==> src/rtl/calc_pkg.sv <==
// Purpose: shared constants and types for the calculator datapath blocks.
// Latency: n/a (declarations only).
// Backpressure: n/a.
//
// Contents:
//   WIDTH / DIGITS   binary operand width and number of packed BCD digits
//   state_t          converter FSM states
//   bcd_digit_t      one packed BCD digit
//   magnitude()      unsigned magnitude of a two's-complement operand
package calc_pkg;

    localparam int WIDTH  = 32;
    localparam int DIGITS = 10;

    // One shift per clock, WIDTH shifts per conversion.
    localparam int CNT_W = 5;
    localparam int BCD_W = 4 * DIGITS;

    // Counter value on the cycle that performs the final shift.
    localparam logic [CNT_W-1:0] LAST_SHIFT = CNT_W'(WIDTH - 1);

    typedef enum logic {
        IDLE    = 1'b0,
        CONVERT = 1'b1
    } state_t;

    typedef logic [3:0] bcd_digit_t;

    // Held as unsigned WIDTH bits, so the most negative value maps to
    // 2^(WIDTH-1) without overflow: ~0x80000000 + 1 == 0x80000000.
    function automatic logic [WIDTH-1:0] magnitude(input logic [WIDTH-1:0] v);
        logic [WIDTH-1:0] r;
        if (v[WIDTH-1]) begin
            r = (~v) + WIDTH'(1);
        end else begin
            r = v;
        end
        return r;
    endfunction

endpackage : calc_pkg

==> src/rtl/bcd_add3.sv <==
// Purpose: double-dabble digit correction; adds 3 to a BCD digit >= 5.
// Latency: combinational.
// Backpressure: none.
//
// Ports:
//   digit_i  working BCD digit before the shift
//   digit_o  corrected digit (digit_i + 3 when digit_i >= 5, else digit_i)
module bcd_add3
    import calc_pkg::*;
(
    input  bcd_digit_t digit_i,
    output bcd_digit_t digit_o
);

    // A digit of 5..9 becomes 8..12, so the following left shift carries
    // exactly one into the next digit and leaves a valid 0..9 behind.
    // Inputs above 9 cannot occur in a working register, so no wrap concern.
    assign digit_o = (digit_i >= 4'd5) ? (digit_i + 4'd3) : digit_i;

endmodule : bcd_add3

==> src/rtl/bin2bcd_seq.sv <==
// Purpose: sequential signed binary-to-BCD converter (double-dabble, 1 shift/clk).
// Latency: 32 clocks from accepting edge to done; one conversion per 33 clocks.
// Backpressure: none; start is only honoured in IDLE, ignored (not queued) while busy.
//
// Ports:
//   clk_i    single clock, all state changes on posedge
//   reset_i  asynchronous active-high reset, clears all state immediately
//   start_i  conversion request, sampled only in IDLE
//   value_i  two's-complement operand, sampled on the accepting edge only
//   busy_o   high while a conversion is in progress
//   done_o   one-cycle pulse in the cycle bcd_o/neg_o have just updated
//   neg_o    sign of the last converted value (1 = negative)
//   bcd_o    packed BCD digits, digit 0 (units) in [3:0]
module bin2bcd_seq
    import calc_pkg::*;
(
    input  logic                 clk_i,
    input  logic                 reset_i,
    input  logic                 start_i,
    input  logic [WIDTH-1:0]     value_i,
    output logic                 busy_o,
    output logic                 done_o,
    output logic                 neg_o,
    output logic [BCD_W-1:0]     bcd_o
);

    // ------------------------------------------------------------------
    // State and datapath registers
    // ------------------------------------------------------------------
    state_t             state_q, state_d;
    logic [CNT_W-1:0]   count_q, count_d;
    logic [WIDTH-1:0]   mag_q,   mag_d;     // magnitude being shifted out MSB first
    logic [BCD_W-1:0]   work_q,  work_d;    // working BCD accumulator
    logic               sign_q,  sign_d;    // sign captured at accept
    logic [BCD_W-1:0]   bcd_q,   bcd_d;     // published result
    logic               neg_q,   neg_d;
    logic               done_q,  done_d;

    logic               accept;
    logic               last_shift;

    // Corrected digits, then the combined {work, mag} left shift.
    logic [BCD_W-1:0]   adj_work;
    logic [BCD_W-1:0]   shifted_work;
    logic [WIDTH-1:0]   shifted_mag;

    // Digit 9 never reaches 5 for a 32-bit magnitude (max 2147483648), so
    // the bit shifted out of the top of the working register is always 0.
    logic               adj_msb_unused;

    assign accept     = (state_q == IDLE) && start_i;
    assign last_shift = (state_q == CONVERT) && (count_q == LAST_SHIFT);

    // ------------------------------------------------------------------
    // Per-digit add-3 correction, applied before every shift
    // ------------------------------------------------------------------
    for (genvar g = 0; g < DIGITS; g++) begin : g_add3
        bcd_add3 u_add3 (
            .digit_i (work_q[4*g +: 4]),
            .digit_o (adj_work[4*g +: 4])
        );
    end

    assign shifted_work   = {adj_work[BCD_W-2:0], mag_q[WIDTH-1]};
    assign shifted_mag    = {mag_q[WIDTH-2:0], 1'b0};
    assign adj_msb_unused = adj_work[BCD_W-1];

    // ------------------------------------------------------------------
    // FSM: state register
    // ------------------------------------------------------------------
    always_ff @(posedge clk_i or posedge reset_i) begin
        if (reset_i) begin
            state_q <= IDLE;
        end else begin
            state_q <= state_d;
        end
    end

    // ------------------------------------------------------------------
    // FSM: next-state logic
    // ------------------------------------------------------------------
    always_comb begin
        state_d = state_q;
        case (state_q)
            IDLE: begin
                if (start_i) begin
                    state_d = CONVERT;
                end
            end
            CONVERT: begin
                if (count_q == LAST_SHIFT) begin
                    state_d = IDLE;
                end
            end
            default: state_d = IDLE;
        endcase
    end

    // ------------------------------------------------------------------
    // FSM: outputs
    // ------------------------------------------------------------------
    always_comb begin
        busy_o = 1'b0;
        case (state_q)
            IDLE:    busy_o = 1'b0;
            CONVERT: busy_o = 1'b1;
            default: busy_o = 1'b0;
        endcase
    end

    assign done_o = done_q;
    assign neg_o  = neg_q;
    assign bcd_o  = bcd_q;

    // ------------------------------------------------------------------
    // Datapath next-state
    // ------------------------------------------------------------------
    always_comb begin
        count_d = count_q;
        mag_d   = mag_q;
        work_d  = work_q;
        sign_d  = sign_q;
        bcd_d   = bcd_q;
        neg_d   = neg_q;
        done_d  = 1'b0;

        if (accept) begin
            mag_d   = magnitude(value_i);
            sign_d  = value_i[WIDTH-1];
            count_d = '0;
            work_d  = '0;
        end else if (state_q == CONVERT) begin
            mag_d   = shifted_mag;
            work_d  = shifted_work;
            // Wraps 31 -> 0 on the final shift, leaving the counter clear.
            count_d = count_q + CNT_W'(1);
        end

        // Publish the post-shift value directly so the result is visible in
        // the same cycle done is high, not one cycle later.
        if (last_shift) begin
            bcd_d  = shifted_work;
            neg_d  = sign_q;
            done_d = 1'b1;
        end
    end

    // ------------------------------------------------------------------
    // Datapath registers
    // ------------------------------------------------------------------
    always_ff @(posedge clk_i or posedge reset_i) begin
        if (reset_i) begin
            count_q <= '0;
            mag_q   <= '0;
            work_q  <= '0;
            sign_q  <= 1'b0;
            bcd_q   <= '0;
            neg_q   <= 1'b0;
            done_q  <= 1'b0;
        end else begin
            count_q <= count_d;
            mag_q   <= mag_d;
            work_q  <= work_d;
            sign_q  <= sign_d;
            bcd_q   <= bcd_d;
            neg_q   <= neg_d;
            done_q  <= done_d;
        end
    end

endmodule : bin2bcd_seq

==> config.mk <==
export PLATFORM = sky130hd
export DESIGN_NAME = bin2bcd_seq
export DESIGN_NICKNAME = d
export VERILOG_FILES = /design/src/rtl/calc_pkg.sv /design/src/rtl/bcd_add3.sv /design/src/rtl/bin2bcd_seq.sv
export SDC_FILE = /design/constraint.sdc
export NUM_CORES = 1
export LEC_CHECK = 0
export ABC_AREA = 1
export CAP_MARGIN = 20
export CORE_ASPECT_RATIO = 1.75
export CORE_UTILIZATION = 40
export CTS_CLUSTER_DIAMETER = 40
export CTS_CLUSTER_SIZE = 28
export DETAILED_ROUTE_END_ITERATION = 8
export SETUP_SLACK_MARGIN = 0.15
export SYNTH_ARGS = -nofsm -noshare
export SYNTH_HDL_FRONTEND = slang
export SYNTH_SLANG_ARGS = --single-unit
==> constraint.sdc <==
create_clock -name clk_i -period 9.1 [get_ports clk_i]
set_clock_uncertainty 0.15 [all_clocks]
set_input_delay 1.365 -clock clk_i [delete_from_list [all_inputs] [get_ports clk_i]]
set_output_delay 1.365 -clock clk_i [all_outputs]
set_load 0.01 [all_outputs]
==> metrics.txt <==
outcome=finished, violations left; failing checks=DRC; cells after synthesis=781; fin crit period=3.17 ns; Setup crit end kind=register; pin count of the biggest net entering global routing=85; Net Switching=969 uW; Starting DRT DRC Count=249; Sw Share=0.364; worst vdd ir=0.000131 V; critical path's slowest cell=nor2_4; GRT overflow=0; worst rel slew slack=0.434; Vias=5595; cell count after placement=1019; CP Buf/Inv Count=2; Starting Density=0.408; buffers added on ports=77; cell chain of the critical path=clkdlybuf4s50_1 -> nor2_4 -> inv_2 -> o22ai_1; clock power share=0.256; Fmax=0.316 GHz; Mapped Avg Cell Area=8.25 um2; fin crit share=0.348; #FFs+latches synth=121; TNS Setup=0 ns; fill cell count=1504; Core ar.=15800 um2; GRT Overall Usage=0.199; Pint=1690 uW; Async SR Flop Fraction=1.00; Synthesized Nets=839; Final ANT Viol Nets=0; Seq/Total Area, Yosys=0.470; DR DRC count=7; share of layout cells above drive strength 1=0.0777; Layout Cells excl Fill=1051; Syn-to-layout area delta=23.6%; Critical Path RT=9.26 ns; Die ar.=16600 um2; max-cap viol count=0; I/O pins=78; first-pass GRT wire length=26400 um; Synth cell types=37; CTS root buf=clkbuf_16; Num CTS Buffers=17; CP Launch Type=input port; Synth Flop Type=dfrtp_1; post-CTS sizing=0; Seq pwr share=0.347; Synth Cell Area=6440 um2; crit-path leading delay family=buffers and inverters; power share of the combinational group=0.397; CTS tree=built; critical path class=in -> reg; drt pass-1 iters=9; Die Y=170 um; leak pwr=0.00379 uW; Tightest Pin Transition=0.848 ns; warnings from Yosys=0; antenna cells=0; HPWL after DPL=11400 um; FP Rows=61; Post-synth EDFFs=0; deepest clock path buffer count=2; Cell Pwr Density=335 nW/um2; H-Tree Depth=4; CTS clk-pin slew, worst paths=0.05 ns; CTS sink cnt=121; Post-Route WL=15700 um; Final Hold Vio Count=0; Hold WC Path Type=reg -> reg; Vias/cell=5.32; Worst Path Arrival=3.33 ns; Routed wire per std cell=15.0 um; Die Wd=97.9 um; crit-path max cell delay=0.60 ns; RSZ-0062 raised after global routing=no; final RePlAce weighted congestion=0.889; Clock Latency Late Sink=0.41 ns; # hold bufs at CTS=0; Worst Path Max Fanout=46; Setup Buffers After CTS=0; final setup violation count=0; vias in the first global route=5616; final net count=908; initial antenna violation count=0; Slew Limit Fails=0
==> logic make-up after synthesis <==
family	after synthesis	share of synthesized area
simple gates	307	0.213
compound gates	188	0.169
buf+inv	123	0.0771
flops	121	0.470
fa+ha+maj	23	0.0447
xor+xnor	19	0.0258
==> through the flow <==
stage / instance area, um2 / setup slack [ns] / total power [uW] / utilization / hold WS (ns)
4_1_cts: 7930 / 5.93 / 2680 / 0.502 / 0.331
3_5_place_dp: 7330 / 5.51 / 1980 / 0.464 / 0.318
2_1_floorplan: 6440 / 4.37 / 1590 / - / 0.292
5_1_grt: 7960 / 5.75 / 2870 / 0.504 / 0.343
3_3_place_gp: 7330 / 5.59 / 1920 / 0.464 / 0.304
6_report: 7960 / 5.93 / 2660 / 0.504 / 0.326
==> registers in the layout (all words and copies together) (netlist names) <==
name and cells:
bcd_o 40, work_q 40, mag_q 32, count_q 5, done_o 1, neg_o 1, sign_q 1, state_q 1
==> path summary, 6_finish.rpt <==
check,startpoint,endpoint,slack (ns),depth (start not counted)
setup reg to reg,state_q$_DFF_PP0_,work_q[6]$_DFFE_PP0P_,6.70,4
setup / recovery,start_i,work_q[6]$_DFFE_PP0P_,5.93,4
min in group asynchronous,reset_i,work_q[20]$_DFFE_PP0P_,1.19,2
hold reg to reg,sign_q$_DFFE_PP0P_,neg_o$_DFFE_PP0P_,0.33,2
max in group asynchronous,reset_i,work_q[19]$_DFFE_PP0P_,6.60,4
hold / removal,sign_q$_DFFE_PP0P_,neg_o$_DFFE_PP0P_,0.33,2
==> layout by cell type (no fill, tap or decap), types with 6 or more instances in the layout <==
cell,Yosys,layout
nand2_2,10,11
nand2_1,174,173
a22oi_1,27,27
clkdlybuf4s50_1,0,77
ha_1,23,23
o21ai_0,80,80
o22ai_1,41,41
inv_1,86,85
nor2_1,39,39
dfrtp_1,121,121
nand3_1,51,51
or2_1,9,9
nor2_2,6,6
xor2_1,19,19
clkbuf_16,0,17
clkinv_2,0,6
a21oi_1,19,19
o21ai_1,12,12
==> worst reg2reg max path: cells and delay by family, from the launching register on <==
kind | cells | cell delay (ns)
AOI/OAI and AO/OA | 1 | 0.34
buffers and inverters | 2 | 0.82
DFF | 1 | 0.40
and+or+nand+nor | 1 | 0.60
==> power groups by stage <==
stage                     logic [uW]  clock network, uW  registers, uW
after global routing            1190                720            953
after detailed placement        1050                  0            931
after global placement           996                  0            921
final                           1060                682            925
after CTS                       1060                696            924
after floorplan                  666                  0            929
==> cell usage after synthesis (all sizes together) (10+ instances only) <==
cell type / n / share of area
a21oi: 19 / 0.015
a22oi: 27 / 0.031
buf: 17 / 0.015
clkbuf: 15 / 0.0087
dfrtp: 121 / 0.47
ha: 23 / 0.045
inv: 91 / 0.053
nand2: 185 / 0.11
nand3: 55 / 0.046
nor2: 49 / 0.037
o21ai: 93 / 0.073
o22ai: 41 / 0.040
or2: 10 / 0.0097
xor2: 19 / 0.026
==> layer usage <==
| layer | global-route usage | routed length [um] |
|---|---|---|
| met5 | 0 | 0 |
| met4 | 0.0949 | 384 |
| met3 | 0.0324 | 605 |
| met2 | 0.367 | 8610 |
| met1 | 0.219 | 6140 |
==> layout make-up <==
cell class / instances / area (um2) / share of cell area
clock buffers: 21 / 450 / 0.0566
clock inverters: 10 / 150 / 0.0189
inverters: 91 / 347 / 0.0435
multi-input cells: 537 / 2920 / 0.367
flip-flops and latches: 121 / 3030 / 0.380
well taps: 189 / 236 / 0.0297
repair buffers: 82 / 828 / 0.104
(Power assumes the default switching activity.)
